--- src/rtl/leaf_out_packetizer.sv ---
// Round-robin output packetizer for a leaf shell: N user streams -> one BFT packet per cycle,
// with per-port destination config, write-address counters and credit flow control.
// Optional per-port grant counters are compiled in with `define PKT_STATS_EN.
module leaf_out_packetizer #(
  parameter int NUM_OUT_PORTS = 2,
  parameter int PAYLOAD_BITS  = 32,
  parameter int NUM_LEAF_BITS = 5,
  parameter int NUM_PORT_BITS = 4,
  parameter int NUM_ADDR_BITS = 7,
  parameter int CREDIT_MAX    = 128,
  localparam int PACKET_BITS  = 1 + NUM_LEAF_BITS + NUM_PORT_BITS + NUM_ADDR_BITS + PAYLOAD_BITS
) (
  input  logic                                    clk,
  input  logic                                    reset_n,
  input  logic [NUM_OUT_PORTS*PAYLOAD_BITS-1:0]   din_user2pkt,
  input  logic [NUM_OUT_PORTS-1:0]                vld_user2pkt,
  output logic [NUM_OUT_PORTS-1:0]                ack_pkt2user,
  input  logic                                    cfg_wr,
  input  logic [NUM_PORT_BITS-1:0]                cfg_idx,
  input  logic [NUM_LEAF_BITS-1:0]                cfg_dest_leaf,
  input  logic [NUM_PORT_BITS-1:0]                cfg_dest_port,
  input  logic                                    credit_vld,
  input  logic [NUM_PORT_BITS-1:0]                credit_idx,
  input  logic [NUM_ADDR_BITS:0]                  credit_amt,
  input  logic                                    resend,
`ifdef PKT_STATS_EN
  input  logic [NUM_PORT_BITS-1:0]                stat_idx,
  output logic [31:0]                             stat_cnt,
`endif
  output logic [PACKET_BITS-1:0]                  dout_pkt,
  output logic                                    err_credit_ovf
);

  localparam int N   = NUM_OUT_PORTS;
  localparam int PW  = (N > 1) ? $clog2(N) : 1;
  localparam int CW  = $clog2(CREDIT_MAX + 1);
  localparam int AW1 = NUM_ADDR_BITS + 1;
  // One extra bit so credit + returned amount can exceed CREDIT_MAX without wrapping.
  localparam int SW  = ((CW > AW1) ? CW : AW1) + 1;
  localparam logic [SW-1:0] CMAX_S = SW'(CREDIT_MAX);

  logic [N-1:0]             configured;
  logic [NUM_LEAF_BITS-1:0] leaf_q   [N];
  logic [NUM_PORT_BITS-1:0] port_q   [N];
  logic [NUM_ADDR_BITS-1:0] addr_q   [N];
  logic [CW-1:0]            credit_q [N];
  logic [CW-1:0]            credit_d [N];
  logic [PW-1:0]            rr_ptr;
  logic [N-1:0]             eligible;
  logic [N-1:0]             grant;
  logic [PW-1:0]            grant_idx;
  logic                     any_grant;
  logic                     ovf_hit;
  logic [PACKET_BITS-1:0]   pkt_d;
  logic [PACKET_BITS-1:0]   pkt_q;

  // NOTE: every output of a combinational block is given a default before any
  // conditional logic, so no path leaves it unassigned and no latch is inferred.
  always_comb begin
    eligible = '0;
    for (int p = 0; p < N; p++) begin
      eligible[p] = vld_user2pkt[p] && configured[p] && (credit_q[p] != '0) && !resend;
    end
  end

  // Two passes give the wrap-around search: ports at/after rr_ptr first, then the rest.
  always_comb begin
    grant     = '0;
    grant_idx = '0;
    any_grant = 1'b0;
    for (int p = 0; p < N; p++) begin
      if (!any_grant && eligible[p] && (PW'(p) >= rr_ptr)) begin
        grant[p]  = 1'b1;
        grant_idx = PW'(p);
        any_grant = 1'b1;
      end
    end
    for (int p = 0; p < N; p++) begin
      if (!any_grant && eligible[p] && (PW'(p) < rr_ptr)) begin
        grant[p]  = 1'b1;
        grant_idx = PW'(p);
        any_grant = 1'b1;
      end
    end
  end

  assign ack_pkt2user = grant;

  always_comb begin
    pkt_d = '0;
    for (int p = 0; p < N; p++) begin
      if (grant[p]) begin
        pkt_d = {1'b1, leaf_q[p], port_q[p], addr_q[p],
                 din_user2pkt[p*PAYLOAD_BITS +: PAYLOAD_BITS]};
      end
    end
  end

  always_comb begin
    logic [SW-1:0] sum;
    sum     = '0;
    ovf_hit = 1'b0;
    for (int p = 0; p < N; p++) begin
      sum = SW'(credit_q[p]) - SW'(grant[p]) +
            ((credit_vld && (credit_idx == NUM_PORT_BITS'(p))) ? SW'(credit_amt) : '0);
      if (sum > CMAX_S) begin
        credit_d[p] = CW'(CREDIT_MAX);
        ovf_hit     = 1'b1;
      end else begin
        credit_d[p] = CW'(sum);
      end
    end
  end

  // resend masks even a packet registered on the previous cycle.
  assign dout_pkt = resend ? '0 : pkt_q;

  // NOTE: the per-port tables are small flop arrays, not RAM, so they are reset
  // along with everything else and a packet can never carry X fields.
  always_ff @(posedge clk or negedge reset_n) begin
    if (!reset_n) begin
      pkt_q          <= '0;
      rr_ptr         <= '0;
      err_credit_ovf <= 1'b0;
      configured     <= '0;
      for (int p = 0; p < N; p++) begin
        leaf_q[p]   <= '0;
        port_q[p]   <= '0;
        addr_q[p]   <= '0;
        credit_q[p] <= CW'(CREDIT_MAX);
      end
    end else begin
      // NOTE: state registers use non-blocking assignments so every flop samples
      // the pre-edge values, independent of statement order.
      pkt_q <= pkt_d;
      if (any_grant) begin
        rr_ptr <= (int'(grant_idx) == N - 1) ? '0 : grant_idx + PW'(1);
      end
      if (ovf_hit) begin
        err_credit_ovf <= 1'b1;
      end
      for (int p = 0; p < N; p++) begin
        credit_q[p] <= credit_d[p];
        if (cfg_wr && (cfg_idx == NUM_PORT_BITS'(p))) begin
          leaf_q[p]     <= cfg_dest_leaf;
          port_q[p]     <= cfg_dest_port;
          configured[p] <= 1'b1;
          addr_q[p]     <= '0;
        end else if (grant[p]) begin
          addr_q[p] <= addr_q[p] + NUM_ADDR_BITS'(1);
        end
      end
    end
  end

`ifdef PKT_STATS_EN
  logic [31:0] stat_q [N];
  logic [31:0] stat_sel;

  always_comb begin
    stat_sel = '0;
    for (int p = 0; p < N; p++) begin
      if (stat_idx == NUM_PORT_BITS'(p)) begin
        stat_sel = stat_q[p];
      end
    end
  end

  always_ff @(posedge clk or negedge reset_n) begin
    if (!reset_n) begin
      stat_cnt <= '0;
      for (int p = 0; p < N; p++) begin
        stat_q[p] <= '0;
      end
    end else begin
      stat_cnt <= stat_sel;
      for (int p = 0; p < N; p++) begin
        if (grant[p]) begin
          stat_q[p] <= stat_q[p] + 32'd1;
        end
      end
    end
  end
`endif

endmodule

--- config.mk ---
export PLATFORM = sky130hd
export DESIGN_NAME = leaf_out_packetizer
export DESIGN_NICKNAME = d
export VERILOG_FILES = /design/src/rtl/leaf_out_packetizer.sv
export SDC_FILE = /design/constraint.sdc
export NUM_CORES = 1
export LEC_CHECK = 0
export BUFFER_PORTS_ARGS = -buffer_cell sky130_fd_sc_hd__buf_2
export CORE_UTILIZATION = 55
export DETAILED_ROUTE_END_ITERATION = 10
export GPL_ROUTABILITY_DRIVEN = 0
export PLACE_DENSITY = 0.85
export SYNTH_ARGS = -nofsm -noshare
export SYNTH_HDL_FRONTEND = slang
export SYNTH_SLANG_ARGS = --single-unit
--- constraint.sdc ---
create_clock -name clk -period 8.65 [get_ports clk]
set_input_delay 0 -clock clk [delete_from_list [all_inputs] [get_ports clk]]
set_output_delay 0 -clock clk [all_outputs]
set_load 0.02 [all_outputs]
## Word-level counts from Yosys, hierarchy flattened

Index checks and enable logic that the tools add are counted.

| cells by class | value |
|---|---|
| add/sub/neg operators | 7 |
| $mul | 0 |
| div/mod/pow operators | 0 |
| order comparisons | 6 |
| equality and inequality tests | 2 |
| shifts and indexed selects | 0 |
| mux-type cells | 23 |
| bitwise logic cells | 0 |
| reduce and logical (&&, ||, !) cells | 27 |

Operator list:

| cell | number |
|---|---|
| 49-bit two-way mux | 3 |
| 8-bit two-way mux | 4 |
| 7-bit two-way mux | 4 |
| 9-bit by 8-bit adder with 9-bit output | 2 |
| 9-bit by 8-bit > comparator with 1-bit output (second input constant) | 2 |
| 8-bit by 1-bit subtractor with 9-bit output | 2 |
| 1-bit logical AND | 17 |
| 8-bit nonzero test | 2 |
| 7-bit by 1-bit adder with 7-bit output (second input constant) | 2 |
| 1-bit two-way mux | 12 |
| 4-bit by 1-bit equality test with 1-bit output (second input constant) | 2 |
| 4-bit logical NOT | 2 |
| 1-bit logical NOT | 4 |
| 2-bit nonzero test | 2 |
| 1-bit >= comparator (first input constant) | 2 |
| 1-bit less-than comparator (first input constant) | 2 |
| 1-bit adder (second input constant) | 1 |

| storage, ports and cells | value |
|---|---|
| flip-flop bits (word level) | 101 |
| bits in latches | 0 |
| bits in writable memories | 0 |
| ROM bits | 0 |
| logic and storage cells | 78 |
| memories | 0 |

## Longest topological paths before layout

Gate-level depths: netlist of the first run.

| logic depth | value |
|---|---|
| depth after elaboration | 21 |
| gate-level depth with buffers | 16 |
| gate-level depth less buffers | 15 |

## Least setup slack after synthesis of the first run

OpenSTA, ideal clock, no wires.

| timing | value |
|---|---|
| path kind | reg2reg |
| from | reg credit_q[7] in the netlist's numbering |
| to | reg err_credit_ovf |
| setup time | 139 ps |
| arrival | 3722 ps |
| path slack | 4790 ps |
| cell stages (with the launch flop) | 17 |
| buffers on the path | 1 |
| clock period less this slack | 3860 ps |
| cell sequence | dfstp_2 > nor4_1 > a211oi_1 > o21ai_1 > inv_2 > clkbuf_1 > ha_1 > inv_1 > ha_1 > inv_1 > fa_1 > nor2b_1 > o31a_1 > xor2_1 > nor3_1 > a31oi_1 > or4b_1 |

| on the way | value |
|---|---|
| longest elaborated chain between the ends | 18 |

RTL lines:

| element | RTL line | text |
|---|---|---|
| from (decl) | 46 | `logic [CW-1:0] credit_q [N];` |
| from (signal, indexed assignment) | 130 | `credit_q[p] <= CW'(CREDIT_MAX);` |
| from (signal, indexed assignment) | 143 | `credit_q[p] <= credit_d[p];` |
| 8-bit nonzero test * | 62 | `eligible[p] = vld_user2pkt[p] && configured[p] && (credit_q[p] != '0) && !resend;` |
| 1-bit logical AND * (2 in series) | 62 |  |
| 1-bit logical AND (2 in series) | 72 | `if (!any_grant && eligible[p] && (PW'(p) >= rr_ptr)) begin` |
| 1-bit two-way mux | 72 |  |
| 1-bit logical NOT | 79 | `if (!any_grant && eligible[p] && (PW'(p) < rr_ptr)) begin` |
| 1-bit logical AND (2 in series) | 79 |  |
| 1-bit two-way mux | 79 |  |
| 1-bit logical NOT | 79 |  |
| 1-bit logical AND (2 in series) | 79 |  |
| 1-bit two-way mux * | 79 |  |
| named net ack_pkt2user[1] | 17 | `output logic [NUM_OUT_PORTS-1:0] ack_pkt2user,` |
| 8-bit by 1-bit subtractor with 9-bit output * | 104 | `sum = SW'(credit_q[p]) - SW'(grant[p]) +` |
| 9-bit by 8-bit adder with 9-bit output * | 104 |  |
| 9-bit by 8-bit > comparator with 1-bit output * | 106 | `if (sum > CMAX_S) begin` |
| 1-bit two-way mux * | 106 |  |
| to (signal assigned) | 124 | `err_credit_ovf <= 1'b0;` |
| to (signal assigned) | 140 | `err_credit_ovf <= 1'b1;` |
| to (decl) | 31 | `output logic err_credit_ovf` |

The timed path passes the listed nets; every way through them passes the cells marked *.
A chain may end at the register's enable or synchronous reset.

## Final worst setup path of the first run

| timing | value |
|---|---|
| from | reg credit_q[9] in the netlist's numbering |
| to | reg err_credit_ovf |

| on the way | value |
|---|---|
| longest elaborated chain between the ends | 21 |

RTL lines:

| element | RTL line |
|---|---|
| 8-bit nonzero test | 62 |
| 1-bit logical AND (2 in series) | 62 |
| 1-bit logical AND | 72 |
| 1-bit two-way mux | 72 |
| 1-bit logical NOT | 72 |
| 1-bit logical AND (2 in series) | 72 |
| 1-bit two-way mux | 72 |
| 1-bit logical NOT | 79 |
| 1-bit logical AND (2 in series) | 79 |
| 1-bit two-way mux | 79 |
| 1-bit logical NOT | 79 |
| 1-bit logical AND (2 in series) | 79 |
| 1-bit two-way mux | 79 |
| 8-bit by 1-bit subtractor with 9-bit output | 104 |
| 9-bit by 8-bit adder with 9-bit output | 104 |
| 9-bit by 8-bit > comparator with 1-bit output | 106 |
| 1-bit two-way mux * | 106 |

Every way passes the cells marked *; elsewhere a longest branch is shown, timed or not.

==> results.txt, run 1 <==
The flow ran to the end, and the final reports show no timing, DRC or antenna violations. Total track usage: 0.305. The number of vias after detailed routing came out at 5,203. The library cell used most frequently in the layout, excluding fill and tap cells, is sky130_fd_sc_hd__nand2_1. The final cycle utilization of the critical path is 0.553, and the number of pins exceeding their max-slew limit in the final report is 0. Static timing analysis puts the maximum clock frequency at 209 MHz. Shortest period the worst path allows: 4.78 ns. STA puts the critical path data required time at 8.89 ns. The logs give 0 for the number of antenna violations at the first check in global routing and 36 for the site row count. The die covers 0.0104 mm^2.

The logs give 0.00973 mm^2 for the core footprint and 0 for the number of antenna cells inserted. The number of synthesized flops with an enable pin works out to 0. The proportion of register bits with asynchronous set or reset after synthesis came out at 1.00. The number of buffers created by CTS was 9; the post-CTS clock slew at the launch and capture registers of the worst setup and hold paths was 0.11 ns. By startpoint and endpoint, the worst setup path is classified as register to register.

Setup violations remaining at the end of the flow were counted as 0. The number of search-and-repair iterations in the first detailed-routing pass was 5. Entering global routing, the biggest net connects 74 pins. For this run the aggregate overflow at the end of global routing stands at 0. In the synthesized netlist the dominant register cell turns out to be sky130_fd_sc_hd__dfrtp_1.

The worst slew margin relative to its limit was 0.247. The classification of the worst-slack hold path was input port to asynchronous set/reset pin. The first global-routing pass estimated 24.2 mm of wire. After detailed routing, the number of vias per cell comes to 5.40.

For the final database, setup skew stands at 0.0224 ns. The worst-case setup margin in the final layout is 3.87 ns, and the reported max-cap violation count is 0. STA classifies the critical path endpoint as a register. The number of hold buffers added after CTS came out at 74. The number of hold violations in the final report was 0; the die outline height was 102 um. Counting flops and latches in the post-synthesis netlist gives 101. The effective utilization at floorplan is 0.565, and the worst slack at placement is 4.00 ns.

The top cell types in the final layout, fill and taps aside, are sky130_fd_sc_hd__nand2_1, sky130_fd_sc_hd__buf_2, sky130_fd_sc_hd__dfrtp_1. The count of filler cells inserted in the layout was 631; the proportion of layout cells with a drive suffix above 1 was 0.235. CTS saw 101 sinks. The tools report the count of cells resized by post-cts repair as 0. The logs give 0.000206 V for the worst-case vdd ir drop and 957 for the net total in the final layout. The number of nets produced by synthesis is 746.

After the first detailed-routing iteration, the DRC count stood at 281. For the worst setup path, the data arrival time is 5.02 ns. The highest fanout seen on the critical path is 55, and the post-route setup TNS is 0 ns.

For the worst-skew pair, the clock arrives at the later sink with an insertion delay of 0.38 ns. Pin placement for this block handled 148 I/O pins. The clock tree synthesis step divided the H-tree into 3 levels.

The tools report the post-detailed-routing wire length as 15.2 mm. At the pin with the least slew margin, the transition time is 1.13 ns. TritonCTS built the clock tree.

Once detail routing completed, the nets flagged for antenna violations numbered 0. The run gives 4,997 as the number of global-route vias before repair. In this run the horizontal extent of the chip is 102 um. In the routed design, unresolved DRC markers number 0. In this run the deepest clock path goes through 2 buffers.

After synthesis, the netlist uses 60 different library cells. The area growth from synthesis to layout is 32.3%. The logs give 0.460 for the share of synthesized area occupied by flip-flops and latches and 3.95 nW for the standby leakage power. The power per unit of standard cell area came out at 244 mW/mm^2. Clock tree root buffer cell: sky130_fd_sc_hd__clkbuf_8. In the final routed layout, each cell accounts on average for 15.8 um.

The synthesized netlist occupies a cell area of 0.00550 mm^2. The yosys synthesis warning count is 0. After synthesis, the mean cell area works out to 8.95 um^2. Gate count after technology mapping: 615. STA classifies the critical path startpoint as a register. Detailed placement ended at an HPWL of 9.27 mm. Count of buffers from port buffering: 147. Post-CTS timing repair inserted 0 buffers for setup. Setup repair after global routing left no endpoint under its margin.
## state kept, by name, indices dropped and copies added, names as in the netlist
name	cells
credit_q	16
rr_ptr	1
pkt_q	49
addr_q	14
leaf_q	10
configured	2
err_credit_ovf	1
port_q	8
## area by class of cell
type	count	area, um^2	area share
inverter	49	184	0.0253
tap	133	166	0.0229
clock buffer	9	124	0.0170
timing repair buffer	226	1520	0.208
multi-input combinational	439	2700	0.371
clock inverter	6	55.1	0.00757
sequential	101	2530	0.348
## stage by stage
| stage | power (W) | utilization | hold WS [ns] | cell area, um^2 | instances |
|---|---|---|---|---|---|
| finish | 0.00178 | 0.748 | 0.0763 | 7280 | 963 |
| floorplan | 0.00124 | - | -0.296 | 5500 | 615 |
| global route | 0.00191 | 0.748 | 0.0880 | 7280 | 963 |
| detailed placement | 0.00144 | 0.653 | -0.0701 | 6360 | 874 |
| CTS | 0.00176 | 0.748 | 0.0692 | 7280 | 963 |
| global placement | 0.00140 | 0.653 | -0.0764 | 6360 | 874 |
## report_power, final
group	leakage, nW	switching, W	total (W)	internal [W]
sequential	1.33	0.0000602	0.000632	0.000572
combinational	2.53	0.000484	0.000865	0.000381
clock	0.0922	0.000172	0.000280	0.000109
total	3.95	0.000716	0.00178	0.00106
## logic make-up (layout without fill, tap and decap cells)
kind of cell | Yosys count | count (layout) | share of synthesized area
xor gates and xnor gates | 19 | 19 | 0.0302
and+or+nand+nor | 327 | 327 | 0.285
muxes | 10 | 10 | 0.0202
DFF | 101 | 101 | 0.460
AOI/OAI and AO/OA | 48 | 48 | 0.0685
buffers and inverters | 75 | 290 | 0.0534
adders and majority gates | 35 | 35 | 0.0823
## synth_stat cells, types with 7 or more instances
master                     number  area [um^2]
sky130_fd_sc_hd__a21oi_1        8         40.0
sky130_fd_sc_hd__clkbuf_1      22         82.6
sky130_fd_sc_hd__dfrtp_1       99         2480
sky130_fd_sc_hd__ha_1          33          413
sky130_fd_sc_hd__inv_1         48          180
sky130_fd_sc_hd__mux2_2         9          101
sky130_fd_sc_hd__nand2_1      149          559
sky130_fd_sc_hd__nand3_1       47          235
sky130_fd_sc_hd__nand4_1        7         43.8
sky130_fd_sc_hd__nor2_1        28          105
sky130_fd_sc_hd__nor2b_1       54          338
sky130_fd_sc_hd__nor3_1        10         50.1
sky130_fd_sc_hd__xnor2_1        8         70.1
sky130_fd_sc_hd__xor2_1        11         96.3
## path summary, 6_finish.rpt
| kind | startpoint | endpoint | slack [ns] | cells after the start |
|---|---|---|---|---|
| worst max-delay path | credit_q[9] | err_credit_ovf | 3.87 | 17 |
| worst min-delay path | reset_n | pkt_q[24] | 0.08 | 2 |
| worst max register to register | credit_q[9] | err_credit_ovf | 3.87 | 17 |
| worst min register to register | leaf_q[0] | pkt_q[43] | 0.47 | 2 |
| max in group asynchronous | reset_n | credit_q[14] | 7.33 | 3 |
| min in group clk | vld_user2pkt[1] | rr_ptr | 0.09 | 4 |
## worst max-delay path, stage by stage (launching register included)
cell and delay, ns:
sky130_fd_sc_hd__dfrtp_1 0.39, sky130_fd_sc_hd__nor4_1 0.65, sky130_fd_sc_hd__a211o_1 0.29, sky130_fd_sc_hd__o21ai_4 0.06
sky130_fd_sc_hd__buf_4 0.30, sky130_fd_sc_hd__inv_2 0.09, sky130_fd_sc_hd__buf_4 0.47, sky130_fd_sc_hd__ha_1 0.33
sky130_fd_sc_hd__inv_1 0.06, sky130_fd_sc_hd__ha_1 0.17, sky130_fd_sc_hd__inv_1 0.06, sky130_fd_sc_hd__fa_1 0.39
sky130_fd_sc_hd__nor2b_1 0.17, sky130_fd_sc_hd__o31a_1 0.17, sky130_fd_sc_hd__a211oi_1 0.08, sky130_fd_sc_hd__o32ai_1 0.17
sky130_fd_sc_hd__a31oi_1 0.24, sky130_fd_sc_hd__or4b_1 0.50
## metal layers
| layer | wire length (um) | global-route usage | up-vias |
|---|---|---|---|
| met1 | 6240 | 0.393 | 2488 |
| met2 | 7480 | 0.506 | 245 |
| li1 | - | - | 2431 |
| met4 | 396 | 0.113 | 0 |
| met3 | 1080 | 0.0650 | 39 |
| met5 | 0 | 0 | - |
(Power assumes the default switching activity.)
==> run 2: changes to the inputs <==
--- a/config.mk
+++ b/config.mk
@@ -6,10 +6,10 @@
 export NUM_CORES = 1
 export LEC_CHECK = 0
 export BUFFER_PORTS_ARGS = -buffer_cell sky130_fd_sc_hd__buf_2
-export CORE_UTILIZATION = 55
+export CORE_UTILIZATION = 53
 export DETAILED_ROUTE_END_ITERATION = 10
 export GPL_ROUTABILITY_DRIVEN = 0
-export PLACE_DENSITY = 0.85
+export PLACE_DENSITY = 0.82
 export SYNTH_ARGS = -nofsm -noshare
 export SYNTH_HDL_FRONTEND = slang
 export SYNTH_SLANG_ARGS = --single-unit
==> constraint.sdc (replaced) <==
create_clock -name clk -period 4.95 [get_ports clk]
set_input_delay 0 -clock clk [delete_from_list [all_inputs] [get_ports clk]]
set_output_delay 0 -clock clk [all_outputs]
set_load 0.02 [all_outputs]
==> run 2 against run 1 <==
  * Power rose by 75%
  * Register-to-register slack got worse by 2.9 ns
  * First-iteration DRC count up 23%
  * Via count fell by 2.5%
  * Sequential power grew 74%
  * Clock-buffer cell count did not move
  * Global-route usage down 2.3 points
  * Maximum frequency increased by 19%
  * Critical path depth is 3 lower
  * Critical path type unchanged
  * Largest power group unchanged
  * Highest routed layer unchanged
==> results.txt, run 2 (synthesis results as in run 1) <==
The flow ran to the end, and the final reports show no timing, DRC or antenna violations. The worst slew margin relative to its limit was 0.302. The clock tree root buffer cell was sky130_fd_sc_hd__clkbuf_8. After clock tree synthesis, the clock-pin slew on the worst setup and hold paths is 0.10 ns. The run gives 0 as the number of antenna violations at the first check in global routing.

The largest registers in the layout are pkt_q (49), credit_q (16), addr_q (14). The library cells used most frequently in the layout, excluding fill and tap cells, are sky130_fd_sc_hd__nand2_1, sky130_fd_sc_hd__buf_2, sky130_fd_sc_hd__dfrtp_1. On the critical path, the stage with the largest delay is an instance of sky130_fd_sc_hd__nor4_1. Entering global routing, the biggest net connects 71 pins.

TritonCTS built the clock tree. The tools report the critical path launch point type as a register. pkt_q holds more flip-flops than any other register. In this run the core area contains 36 standard-cell rows.

The H-tree generated during clock tree synthesis spans 3 levels. The first-pass GRT wire length was 24.5 mm. The reported max-cap violation count was 0; the overall die area was 0.0108 mm^2.

In this run the power density over the cells is 427 mW/mm^2. The critical path contains buffers and inverters numbering 2 combined. At the worst endpoint, the arrival time is 4.25 ns. The delay of the slowest cell on the worst path is 0.60 ns, and the number of hold buffers added after CTS is 74. The number of pins exceeding their max-slew limit in the final report is 0, and the worst-case vdd ir drop is 0.000386 V.

In the routed layout, each cell is associated on average with a via count of 5.26. Across all register-to-register paths, the minimum setup slack is 0.93 ns. The HPWL after detailed placement is 9.18 mm.

The register with the most flip-flops in the layout has 49 of them. The cell area after layout is 0.00730 mm^2, and the net total in the final layout is 958. The setup-violating endpoint count in the final report was 0; the total track usage was 0.282. Static timing analysis puts the maximum clock frequency at 249 MHz. For the worst setup path, the data required time is 5.18 ns. The tools report the kind of capture point of the worst setup path as a register. The depth of the critical timing path with buffers and inverters included is 14, and the proportion of layout cells with a drive suffix above 1 is 0.237. After detailed placement, the total cell area comes to 0.00636 mm^2. The wire length per cell is 15.1 um. The number of global-route vias before repair is 5,172, and the area growth from synthesis to final layout is 32.6%. Summed over all cells, the static leakage comes to 3.97 nW. The die is 104 um tall. The worst setup path endpoint was err_credit_ovf. The critical path class is register to register.

Input and output buffers added on the ports amount to 147. For the final routed database, the setup TNS stands at 0 ns. Leaving out fill and tap cells, the most frequent cell in the layout is sky130_fd_sc_hd__nand2_1. The repair_antennas step left the layout with diodes totalling 0.

The worst hold path belongs to the class input port to register. The logs give 0.00991 mm^2 for the core footprint and 0 for the number of nets with antenna violations after detailed routing. The run gives 0.0137 ns as the clock skew after layout. Setup repair after global routing left no endpoint under its margin.

In this run, post-CTS repair resized a total of 0 instances. The tools report the endpoint of the most critical register-to-register path as err_credit_ovf. Along the worst path, the maximum fanout reaches 14. After global routing the overflow that remains totals 0. The critical path goes through nor4_1 > a211o_1 > a21oi_1 > buf_4 > xnor2_1 > ha_1 > inv_1 > fa_1 > and2b_1 > o311a_1 > a21oi_1 > nor4_1 > a31oi_2 > or4b_1. Tracing the worst setup path back leads to its startpoint at credit_q[9]. The floorplan step set the die width to 104 um. The startpoint identified for the worst register-to-register timing path is credit_q[9]. Detailed routing inserted a total of 5,075 vias. The clock latency on the worst-skew pair is 0.36 ns. The final cycle utilization of the critical path is 0.812, and the setup fix buffers added after clock tree synthesis is 0. For this run, the detailed router's first-pass iteration total came to 7. The count of clock tree sinks is 101, and the worst reg2reg path depth is 14. No sink is reached through more buffers than the 2 on the longest clock path. The number of hold violations in the final report is 0. The number of buffers created by CTS was 9. The cell family contributing the most delay on the critical path is simple AND/OR/NAND/NOR gates. For this run, design rule violations remaining after detail routing come to 0.

Shortest period the worst path allows: 4.02 ns. For this block, the routed nets add up to 14.6 mm of wire. For this design the top-level I/O count stands at 148.

Effective utilization at floorplan: 0.555. Measured slew at the worst slew-check pin: 1.05 ns. The tools report the number of violations reported at the end of detailed-routing iteration 0 as 345.
[run 2: cell types whose count changed in the layout (fill, tap and decap cells not counted), sizes merged]
| cell | before | now |
|---|---|---|
| buf | 152 | 153 |
| inv | 52 | 53 |
[run 2: tightest hold or removal path, delay by kind of cell]
kind | cells | cell delay, ns
AO/OA/AOI/OAI | 2 | 0.24
buffers and inverters | 1 | 0.11
AND/OR/NAND/NOR | 1 | 0.07
[run 2: power by group]
part | internal, W | leakage (nW) | switching, W
Clock | 0.000196 | 0.0993 | 0.000302
Combinational | 0.000668 | 2.54 | 0.000853
Sequential | 0.000999 | 1.33 | 0.000101
[run 2: how the worst min path moves through the flow]
stage	from	to	slack, ns	cells after the start
2_1_floorplan	reset_n	addr_q[0]	-0.30	0
3_3_place_gp	reset_n	pkt_q[26]	-0.06	1
3_5_place_dp	reset_n	pkt_q[26]	-0.05	1
4_1_cts	reset_n	pkt_q[26]	0.09	2
5_1_grt	vld_user2pkt[1]	rr_ptr	0.11	4
6_report	vld_user2pkt[1]	rr_ptr	0.10	4
[run 2: cell type report]
class                   count  area [um^2]
fillers                   695         2610
flip-flops and latches    101         2530
well taps                 133          166
multi-input cells         439         2700
clock buffers               9          124
clock inverters             7         67.6
repair buffers            227         1520
inverters                  49          184
[run 2: per-stage QoR]
| step | power, W | hold WS (ns) | instances | utilization | setup slack, ns |
|---|---|---|---|---|---|
| finish | 0.00312 | 0.101 | 965 | 0.736 | 0.932 |
| global route | 0.00336 | 0.110 | 965 | 0.736 | 0.627 |
| CTS | 0.00311 | 0.0879 | 965 | 0.736 | 0.888 |
| detailed placement | 0.00253 | -0.0535 | 875 | 0.642 | 0.911 |
| global placement | 0.00245 | -0.0604 | 875 | 0.642 | 1.08 |
| floorplan | 0.00217 | -0.296 | 615 | - | 1.09 |
[run 2: metal layers]
metal	track usage	vias to the layer above	part of all wire
met3	0.0445	22	0.060
met5	0	-	0
met4	0.0990	0	0.020
met2	0.501	217	0.50
li1	-	2435	-
met1	0.347	2401	0.42
==> run 3: changes to the inputs <==
==> constraint.sdc (replaced) <==
create_clock -name clk -period 4.1 [get_ports clk]
set_input_delay 0 -clock clk [delete_from_list [all_inputs] [get_ports clk]]
set_output_delay 0 -clock clk [all_outputs]
set_load 0.02 [all_outputs]
==> run 3 against run 2 <==
  * Sequential share of layout area is 0.17 points lower
  * Design area is 0.50% higher
  * Utilization is 0.37 points higher
  * Hold slack better by 0.023 ns
  * Critical path type unchanged
  * Highest routed layer unchanged
==> results.txt, run 3 (synthesis results as in run 1) <==
The wire length per cell works out to 15.4 um. The count of buffers from port buffering was 147; the number of nets with antenna violations after detailed routing was 0. For the endpoint arrival time on the critical path, the log shows 4.09 ns. The clock skew after layout is 0.0136 ns. For the number of antenna violations at the first check in global routing, the log shows 0. In this run, the number of DRC markers left after iteration 0 of detailed routing was 471.

Measured in cells, the most critical reg-to-reg path has a length of 15. CTS built an H-tree with a depth of 3. The effective utilization at floorplan came out at 0.555. At the pin with the least slew margin, the transition time is 0.747 ns. In the routed layout, each cell is associated on average with a via count of 5.37. The logs give 0 for the post-detailed-route DRC marker count and 5,145 for the number of global-route vias before repair. Relative to the synthesized area, the layout overhead comes to 33.3%. Power per unit of standard cell area: 525 mW/mm^2.

The critical path goes through nor4_1 > a211o_1 > o21ai_4 > inv_2 > ha_1 > inv_1 > ha_1 > inv_1 > fa_1 > nor2b_1 > o31a_1 > a211oi_1 > o32ai_1 > a31oi_1 > or4b_1. The source of the worst register-to-register timing path is credit_q[13]. Setup slack on the worst reg-to-reg path comes out at 0.26 ns. The total track usage was 0.284. Entering global routing, the biggest net connects 62 pins. The cell with the biggest individual delay on the critical path was sky130_fd_sc_hd__nor4_1. The leading cell type in the layout, fill and taps excluded is sky130_fd_sc_hd__nand2_1. Setup repair after global routing left no endpoint under its margin. TritonCTS built the clock tree.

Summed over all cells, the static leakage comes to 3.99 nW. STA classifies the critical path endpoint as a register. The tools report the worst setup path endpoint as err_credit_ovf. The run gives 4.35 ns as the required arrival time at the worst endpoint. The routed design has 14.9 mm of wire. The floorplan die width was 104 um; the setup-violating endpoint count in the final report was 0. The count of clock tree sinks was 101; the shortest period the worst path allows was 3.84 ns. The clock tree root buffer cell is sky130_fd_sc_hd__clkbuf_8. The highest fanout seen on the critical path was 5. The endpoint of the most critical register-to-register path is err_credit_ovf. From bottom edge to top edge, the die measures 104 um. The flow ran to the end, and the final reports show no timing, DRC or antenna violations.

The number of top-level pins was 148. The tools report the overall power after layout as 0.00385 W. STA classifies the critical path startpoint as a register. The final cycle utilization of the critical path was 0.938. In the final layout, the registers with the most flip-flops are pkt_q (49), credit_q (16), addr_q (14). At the later pin of the worst-skew pair, clock insertion delay measures 0.38 ns. TritonCTS created 9 clock buffers. The maximum buffer depth of the clock tree is 2. The top register by number of flip-flops was pkt_q. Worst-case vdd ir drop: 0.000539 V. The proportion of layout cells with a drive suffix above 1 works out to 0.239. The post-CTS clock slew at the launch and capture registers of the worst setup and hold paths is 0.10 ns. The tightest min-delay check is of the input port to register type. 0 antenna diodes ended up in the layout. The run gives 9.40 mm as the sum of net half-perimeters after detailed placement.

The first TritonRoute pass finished after 5 iterations. The final layout contains 961 nets. The overall die area is 0.0108 mm^2, and the flip-flop count of the largest register after layout is 49.

Critical path class: register to register. Summed over all layers, the global routing overflow is 0. The logs give 0.502 for the worst slew margin relative to its limit and 0.124 ns for the final hold slack.

In the final timing run, aggregate negative setup slack is 0 ns. Number of vias after detailed routing: 5,193. The core footprint is 0.00991 mm^2, and the delay of the slowest cell on the worst path is 0.61 ns. The tool flagged a number of max-cap violations equal to 0.

The logs give 260 MHz for the highest clock frequency the design can meet and 0 for the number of pins exceeding their max-slew limit in the final report. The final core utilization came out at 0.740. Start point of the critical path: credit_q[13]. Leaving out fill and tap cells, the most frequent cells in the layout are sky130_fd_sc_hd__nand2_1, sky130_fd_sc_hd__buf_2, sky130_fd_sc_hd__dfrtp_1. Row generation in the floorplan step produced 36 rows. The number of hold violations in the final report is 0, and the first-pass GRT wire length is 24.7 mm.
run 3: cell type report:
cell class                 count  area, um^2
inverter                      49         184
tap                          133         166
fill                         686        2580
clock inverter                 6        81.3
timing repair buffer         230        1550
clock buffer                   9         124
sequential                   101        2530
multi-input combinational    439        2700
run 3: power by group:
| part | internal (W) | leakage [nW] | switching (W) |
|---|---|---|---|
| Sequential | 0.00121 | 1.33 | 0.000121 |
| Combinational | 0.000820 | 2.55 | 0.00105 |
| Clock | 0.000294 | 0.105 | 0.000361 |
| Total | 0.00232 | 3.99 | 0.00153 |
run 3: worst max-delay path, delay by kind of cell (launching register included):
kind / cells / cell delay, ns
adder cells (fa/ha/maj): 3 / 0.80
flip-flops: 1 / 0.38
buffers and inverters: 3 / 0.19
AND/OR/NAND/NOR: 3 / 1.28
AO/OA/AOI/OAI: 6 / 1.07
run 3: timing repair:
item | in CTS | in global routing
buffers inserted | 0 | 0
hold endpoints to repair | 110 | 0
gates resized for setup | 0 | 0
hold buffers | 74 | 0
run 3: worst min-delay path by stage:
stage	startpoint	endpoint	slack (ns)	cells past startpoint
6_report	cfg_idx[3]	addr_q[12]	0.12	4
2_1_floorplan	reset_n	addr_q[0]	-0.30	0
5_1_grt	cfg_idx[1]	addr_q[13]	0.14	4
3_3_place_gp	reset_n	pkt_q[26]	0.09	1
3_5_place_dp	reset_n	pkt_q[27]	0.12	1
4_1_cts	cfg_idx[3]	addr_q[11]	0.11	4
run 3: stage by stage:
stage | setup WS [ns] | cell area, um^2 | std cells
final | 0.255 | 7330 | 967
after detailed placement | 0.284 | 6390 | 878
after global routing | 0.0181 | 7330 | 967
after global placement | 0.486 | 6390 | 878
after floorplan | 0.240 | 5500 | 615
after CTS | 0.278 | 7330 | 967
run 3: per-layer routing:
layer	global-route usage	vias up	share of wire	wire, um
li1	-	2437	-	-
met1	0.359	2474	0.42	6280
met2	0.471	241	0.48	7170
met3	0.0533	41	0.065	966
met4	0.136	0	0.032	478
met5	0	-	0	0
